`src/rtl/aes_pkg.sv`:
```
// Shared constants and types for the AES ciphertext buffering path.
package aes_pkg;

   localparam int AES_BLOCK_W    = 128;
   localparam int AES_FIFO_DEPTH = 16;

   typedef logic [AES_BLOCK_W-1:0] aes_block_t;

   // True when v is a power of two in the range the buffer supports.
   function automatic bit aes_depth_ok(input int v);
      return (v >= 2) && (v <= 256) && ((v & (v - 1)) == 0);
   endfunction

endpackage

```
`src/rtl/aes_sync_fifo.sv`:
```
// Ciphertext storage: single-clock FIFO with wrapping pointers and an
// occupancy count. The caller only pushes when not full (or when popping in
// the same cycle) and only pops when not empty. Reads are from registered
// state, so a pushed block becomes visible the cycle after the push.
module aes_sync_fifo
   import aes_pkg::*;
#(
   parameter int DEPTH = AES_FIFO_DEPTH
) (
   input  logic                     clk,
   input  logic                     rst_b,
   input  logic                     push_i,
   input  logic                     pop_i,
   input  logic [AES_BLOCK_W-1:0]   wdata_i,
   output logic [AES_BLOCK_W-1:0]   rdata_o,
   output logic [$clog2(DEPTH):0]   level_o,
   output logic                     full_o,
   output logic                     empty_o
);

   localparam int PW = $clog2(DEPTH);
   localparam int LW = PW + 1;

   logic [PW-1:0] wr_ptr_q, wr_ptr_d;
   logic [PW-1:0] rd_ptr_q, rd_ptr_d;
   logic [LW-1:0] level_q, level_d;
   aes_block_t    mem_q [DEPTH];

   // Next pointer / occupancy; power-of-two depth lets the pointers wrap naturally.
   always_comb begin
      wr_ptr_d = push_i ? wr_ptr_q + PW'(1) : wr_ptr_q;
      rd_ptr_d = pop_i  ? rd_ptr_q + PW'(1) : rd_ptr_q;
      level_d  = level_q;
      case ({push_i, pop_i})
         2'b10:   level_d = level_q + LW'(1);
         2'b01:   level_d = level_q - LW'(1);
         default: level_d = level_q;
      endcase
   end

   // Control state register with synchronous active-low reset.
   always_ff @(posedge clk) begin
      if (!rst_b) begin
         wr_ptr_q <= '0;
         rd_ptr_q <= '0;
         level_q  <= '0;
      end else begin
         wr_ptr_q <= wr_ptr_d;
         rd_ptr_q <= rd_ptr_d;
         level_q  <= level_d;
      end
   end

   // Storage array write; contents are deliberately left unreset.
   always_ff @(posedge clk) begin
      if (push_i) begin
         mem_q[wr_ptr_q] <= wdata_i;
      end
   end

   assign full_o  = (level_q == LW'(DEPTH));
   assign empty_o = (level_q == '0);
   // Force zero when empty so stale, unreset storage never leaks out.
   assign rdata_o = empty_o ? '0 : mem_q[rd_ptr_q];
   assign level_o = level_q;

endmodule

```
`src/rtl/aes_ct_buffer.sv`:
```
// Ciphertext buffer behind an AES encryptor that has no backpressure.
// Upstream may only issue a load while a credit is available; the credit
// count (reserved) covers blocks in flight plus blocks stored, so every
// issued block is guaranteed a slot when its ciphertext arrives.
module aes_ct_buffer
   import aes_pkg::*;
#(
   parameter int Nk    = 4,
   parameter int DEPTH = AES_FIFO_DEPTH
) (
   input  logic                     clk,
   input  logic                     rst_b,
   input  logic                     load,
   input  logic                     ct_valid,
   input  logic [AES_BLOCK_W-1:0]   ct,
   output logic                     load_ok,
   output logic                     out_valid,
   input  logic                     out_ready,
   output logic [AES_BLOCK_W-1:0]   out_ct,
   output logic [$clog2(DEPTH):0]   level,
   output logic                     err
);

   localparam int LW = $clog2(DEPTH) + 1;
   localparam logic [LW-1:0] DEPTH_C = LW'(DEPTH);

   // Elaboration guards: key size is informational, depth must be a power of two.
   if (!aes_depth_ok(DEPTH)) begin : g_bad_depth
      $error("aes_ct_buffer: DEPTH must be a power of two in 2..256");
   end
   if (!((Nk == 4) || (Nk == 6) || (Nk == 8))) begin : g_bad_nk
      $error("aes_ct_buffer: Nk must be 4, 6 or 8");
   end

   logic [LW-1:0] reserved_q, reserved_d;
   logic          err_q, err_d;
   logic          fifo_full, fifo_empty;
   logic          push, pop;
   logic [LW-1:0] fifo_level;

   // Head pops only when something is there; a write into a full FIFO is
   // allowed only when the head leaves in the same cycle.
   assign pop  = !fifo_empty && out_ready;
   assign push = ct_valid && (!fifo_full || pop);

   aes_sync_fifo #(
      .DEPTH(DEPTH)
   ) u_fifo (
      .clk     (clk),
      .rst_b   (rst_b),
      .push_i  (push),
      .pop_i   (pop),
      .wdata_i (ct),
      .rdata_o (out_ct),
      .level_o (fifo_level),
      .full_o  (fifo_full),
      .empty_o (fifo_empty)
   );

   // Credit from registered state only, so no path from load/out_ready.
   assign load_ok   = (reserved_q < DEPTH_C);
   assign out_valid = !fifo_empty;
   assign level     = fifo_level;
   assign err       = err_q;

   // Credit and sticky-error next state.
   always_comb begin
      reserved_d = reserved_q;
      case ({load, pop})
         2'b10:   reserved_d = (reserved_q == DEPTH_C) ? reserved_q : reserved_q + LW'(1);
         2'b01:   reserved_d = (reserved_q == '0)      ? reserved_q : reserved_q - LW'(1);
         default: reserved_d = reserved_q;
      endcase

      err_d = err_q;
      // Load issued without credit.
      if (load && !load_ok) err_d = 1'b1;
      // Ciphertext arrives into a full FIFO with nothing leaving: dropped.
      if (ct_valid && fifo_full && !pop) err_d = 1'b1;
      // Ciphertext with no outstanding load at all; it is still stored.
      if (ct_valid && (reserved_q == '0) && fifo_empty) err_d = 1'b1;
   end

   // Control registers with synchronous active-low reset; err is sticky.
   always_ff @(posedge clk) begin
      if (!rst_b) begin
         reserved_q <= '0;
         err_q      <= 1'b0;
      end else begin
         reserved_q <= reserved_d;
         err_q      <= err_d;
      end
   end

endmodule

```
`config.mk`:
```
export PLATFORM = sky130hd
export DESIGN_NAME = aes_ct_buffer
export DESIGN_NICKNAME = d
export VERILOG_FILES = /design/src/rtl/aes_pkg.sv /design/src/rtl/aes_sync_fifo.sv /design/src/rtl/aes_ct_buffer.sv
export SDC_FILE = /design/constraint.sdc
export NUM_CORES = 2
export LEC_CHECK = 0
export ABC_AREA = 1
export CORE_ASPECT_RATIO = 0.8
export CORE_MARGIN = 2
export CORE_UTILIZATION = 35
export CTS_BUF_LIST = sky130_fd_sc_hd__clkbuf_8
export DETAILED_ROUTE_END_ITERATION = 8
export GPL_TIMING_DRIVEN = 0
export SLEW_MARGIN = 20
export SYNTH_ARGS = -nofsm -noshare
export SYNTH_HDL_FRONTEND = slang
export SYNTH_SLANG_ARGS = --single-unit
export TNS_END_PERCENT = 20
```
`constraint.sdc`:
```
create_clock -name clk -period 24 [get_ports clk]
set_input_delay 7.2 -clock clk [delete_from_list [all_inputs] [get_ports clk]]
set_output_delay 7.2 -clock clk [all_outputs]
set_load 0.01 [all_outputs]
```
==> flow_summary_export.csv <==
group,metric,value,unit
power_and_ir_drop,leakage,30.0,nW
sta,worst_slew_pin_slew,1.20,ns
synthesis,yosys_warnings,0,
synthesis,synthMuxAreaShare,0,%
synthesis,synth_area,80400,um2
setup_path,crit_fanout,10,
placed_design,post_dp_cell_area,90000,um2
floorplanning,coreArea,229000,um2
finish,drive_above_1_share,10.5,%
global_route,grt_pass1_wl,394000,um
synthesis,yosys_most_used_dff,"edfxtp_1",
synthesis,ys_seq_elements,2071,
clock_network,root_buffer,"clkbuf_8",
sta,hold_slack,0.485,ns
synthesis,synthMostInstantiatedCell,"edfxtp_1",
setup_path,path_class,"reg2out",
setup_path,cp.required,16.80,ns
floorplanning,ios,269,
finish,final_area,95600,um2
floorplanning,num_rows,157,
sta,setup_viol_count_final,0,
floorplanning,die_h,433,um
synthesis,netlist_instances,5633,
synthesis,yosysTopAreaCell,"edfxtp_1",
global_route,antenna_found_initial,41,
drt,drtAntennaViolNets,0,
drt,viasPerCell,5.79,
clock_network,tritoncts,"yes",
finish,layout.nets,6504,
power_and_ir_drop,vdd_ir_drop_max,0.0499,mV
synthesis,synth_nets,5778,
worst_hold_path,min_path_type,"reg2reg",
synthesis,yosys.area.top_type_share,76.5,%
global_route,grt_pass1_vias,52900,
sta,fin_worst_skew,0.0599,ns
clock_network,clock_latency,0.96,ns
placed_design,gp_congestion,0.830,
outcome,status,"completed",
synthesis,synth-seq-area-share,77.0,%
synthesis,synthTopCellsByCount,"edfxtp_1 (2,048), nor2_1 (1,056), o21ai_0 (978)",
synthesis,synth_fa_ha_area_share,0.187,%
setup_path,cp-end-kind,"output pin",
clock_network,path_clk_slew,0.06,ns
drt,wl_per_cell,29.5,um
clock_network,cts_resized,0,
global_route,grt-ovfl-total,0,
clock_network,cts_inserted_buffers,324,
sta,finalSetupTns,0,ns
synthesis,synth_area_leaders,"edfxtp_1 (76%), o21ai_0 (6.1%), nor2_1 (4.9%)",
drt,drt_first_pass_iters,7,
synthesis,synth_edf_count,2048,
synthesis,synth-compound-area-share,13.9,%
drt,drc_errors,0,
floorplanning,dieArea,234000,um2
clock_network,htreeDepth,5,
sta,period_share,49.7,%
power_and_ir_drop,pwr_density_cell,92.2,nW/um2
sta,slew_headroom,19.7,%
drt,drt_iter0_drc,9059,
synthesis,synth_top_family_by_area,"compound AO/OA/AOI/OAI gates",
placed_design,place_inst,9054,
synthesis,yosysUniqueCellTypes,34,
drt,num_vias,55700,
floorplanning,die_w,540,um
synthesis,synth.avg_cell_area,14.3,um2
placed_design,port_buffers,268,
global_route,grt_max_degree,22,
flow_run,maxCapViolations,0,
finish,layout.cells.non_filler,9621,
finish,fillCellCount,20800,
clock_network,numClockSinks,2071,
floorplanning,start_util,35.2,%
sta,slew_violations,0,
sta,rsz0062_at_grt,"no",
drt,totalWireLength,284000,um
setup_path,worstPathArrival,4.72,ns
sta,period_needed,11.92,ns
clock_network,cts_max_path_buffers,4,
global_route,grtUsageTotal,23.6,%
sta,hold_viol,0,
synthesis,synth_xor_area_share,0.0545,%
clock_network,holdBufCountCts,0,
synthesis,yosys.area_share.simple,5.96,%
clock_network,post-cts-setup-buffers,0,
finish,area_delta_synth_final,18.9,%
setup_path,cp-start-kind,"flip-flop",
sta,max_freq,83.9,MHz
placed_design,dp_hpwl,191000,um
synthesis,synthArstFlopShare,0,%
==> layout make-up <==
type | instances | area [um2] | share of cell area, %
Clock inverter | 219 | 1010 | 1.06
Buffer | 440 | 2200 | 2.30
Multi-Input combinational cell | 3086 | 16300 | 17.0
Sequential cell | 2071 | 62000 | 64.8
Antenna cell | 16 | 40.0 | 0.0419
Timing Repair Buffer | 400 | 5680 | 5.94
Inverter | 36 | 143 | 0.149
Tap cell | 3021 | 3780 | 3.95
Clock buffer | 332 | 4570 | 4.78
==> final timing paths <==
check                             startpoint                               to  slack [ns]  cells past startpoint
max                                flip-flop                        out_ct[1]       12.08                      6
min          u_fifo.rd_ptr_q[2]$_SDFFE_PN0N_  u_fifo.rd_ptr_q[2]$_SDFFE_PN0N_        0.49                      2
max reg2reg   u_fifo.level_o[0]$_SDFFE_PN0P_    u_fifo.mem_q[6][67]$_DFFE_PP_       20.98                     10
min reg2reg  u_fifo.rd_ptr_q[2]$_SDFFE_PN0N_  u_fifo.rd_ptr_q[2]$_SDFFE_PN0N_        0.49                      2
==> where the power goes <==
part	switching [mW]	total (mW)	internal, mW
combinational	1.45	2.05	0.600
clock	1.39	2.71	1.32
sequential	0.0176	4.06	4.04
total	2.86	8.81	5.96
==> logic make-up after synthesis <==
| family | after synthesis |
|---|---|
| flip-flops | 2071 |
| AO/OA/AOI/OAI | 1840 |
| AND/OR/NAND/NOR | 1229 |
| buffers and inverters | 476 |
| adder cells (fa/ha/maj) | 12 |
| XOR/XNOR | 5 |
==> critical path, cell delays in order, from the launching register on <==
cell and delay (ns):
dfxtp_1 0.38, buf_2 0.19, clkbuf_1 0.84, clkbuf_1 0.82
o211ai_1 0.20, a21oi_1 0.65, clkdlybuf4s50_1 0.67
==> metal layers <==
layer / track usage, % / share of wire (%) / up-vias
met2: 35.6 / 44 / 3891
li1: - / - / 23300
met3: 6.55 / 13 / 525
met5: 0 / 0.032 / -
met4: 8.27 / 3.5 / 14
met1: 32.5 / 39 / 27900
==> per-stage QoR <==
stage | setup WS [ns] | total power [mW] | util, %
floorplan | 10.39 | 5.05 | -
global placement | 2.98 | 6.11 | 38.0
detailed placement | 13.25 | 6.14 | 39.4
CTS | 12.22 | 8.80 | 41.8
global route | 12.03 | 9.09 | 41.8
finish | 12.08 | 8.81 | 41.8
==> flip-flops by register name, indices dropped and copies added (netlist names), named ones only <==
name and count:
u_fifo.mem_q 2048, u_fifo.wr_ptr_q 4, reserved_q 5, u_fifo.level_o 5, err 1, u_fifo.rd_ptr_q 4
==> cells in the final DEF (no fill, tap or decap), drive strengths merged, types with 2 or more instances in the layout <==
| cell | instances |
|---|---|
| o211ai | 144 |
| a21oi | 142 |
| nand2 | 38 |
| clkbuf | 620 |
| diode | 16 |
| o221ai | 369 |
| clkdlybuf4s50 | 268 |
| nand4 | 4 |
| o21ai | 1038 |
| xor2 | 3 |
| edfxtp | 2048 |
| a211oi | 2 |
| o22ai | 143 |
| dfxtp | 23 |
| ha | 12 |
| bufinv | 4 |
| nand3 | 129 |
| nor2 | 1057 |
| xnor2 | 2 |
| clkinvlp | 10 |
| inv | 146 |
| buf | 284 |
| clkinv | 95 |
(Power assumes the default switching activity.)
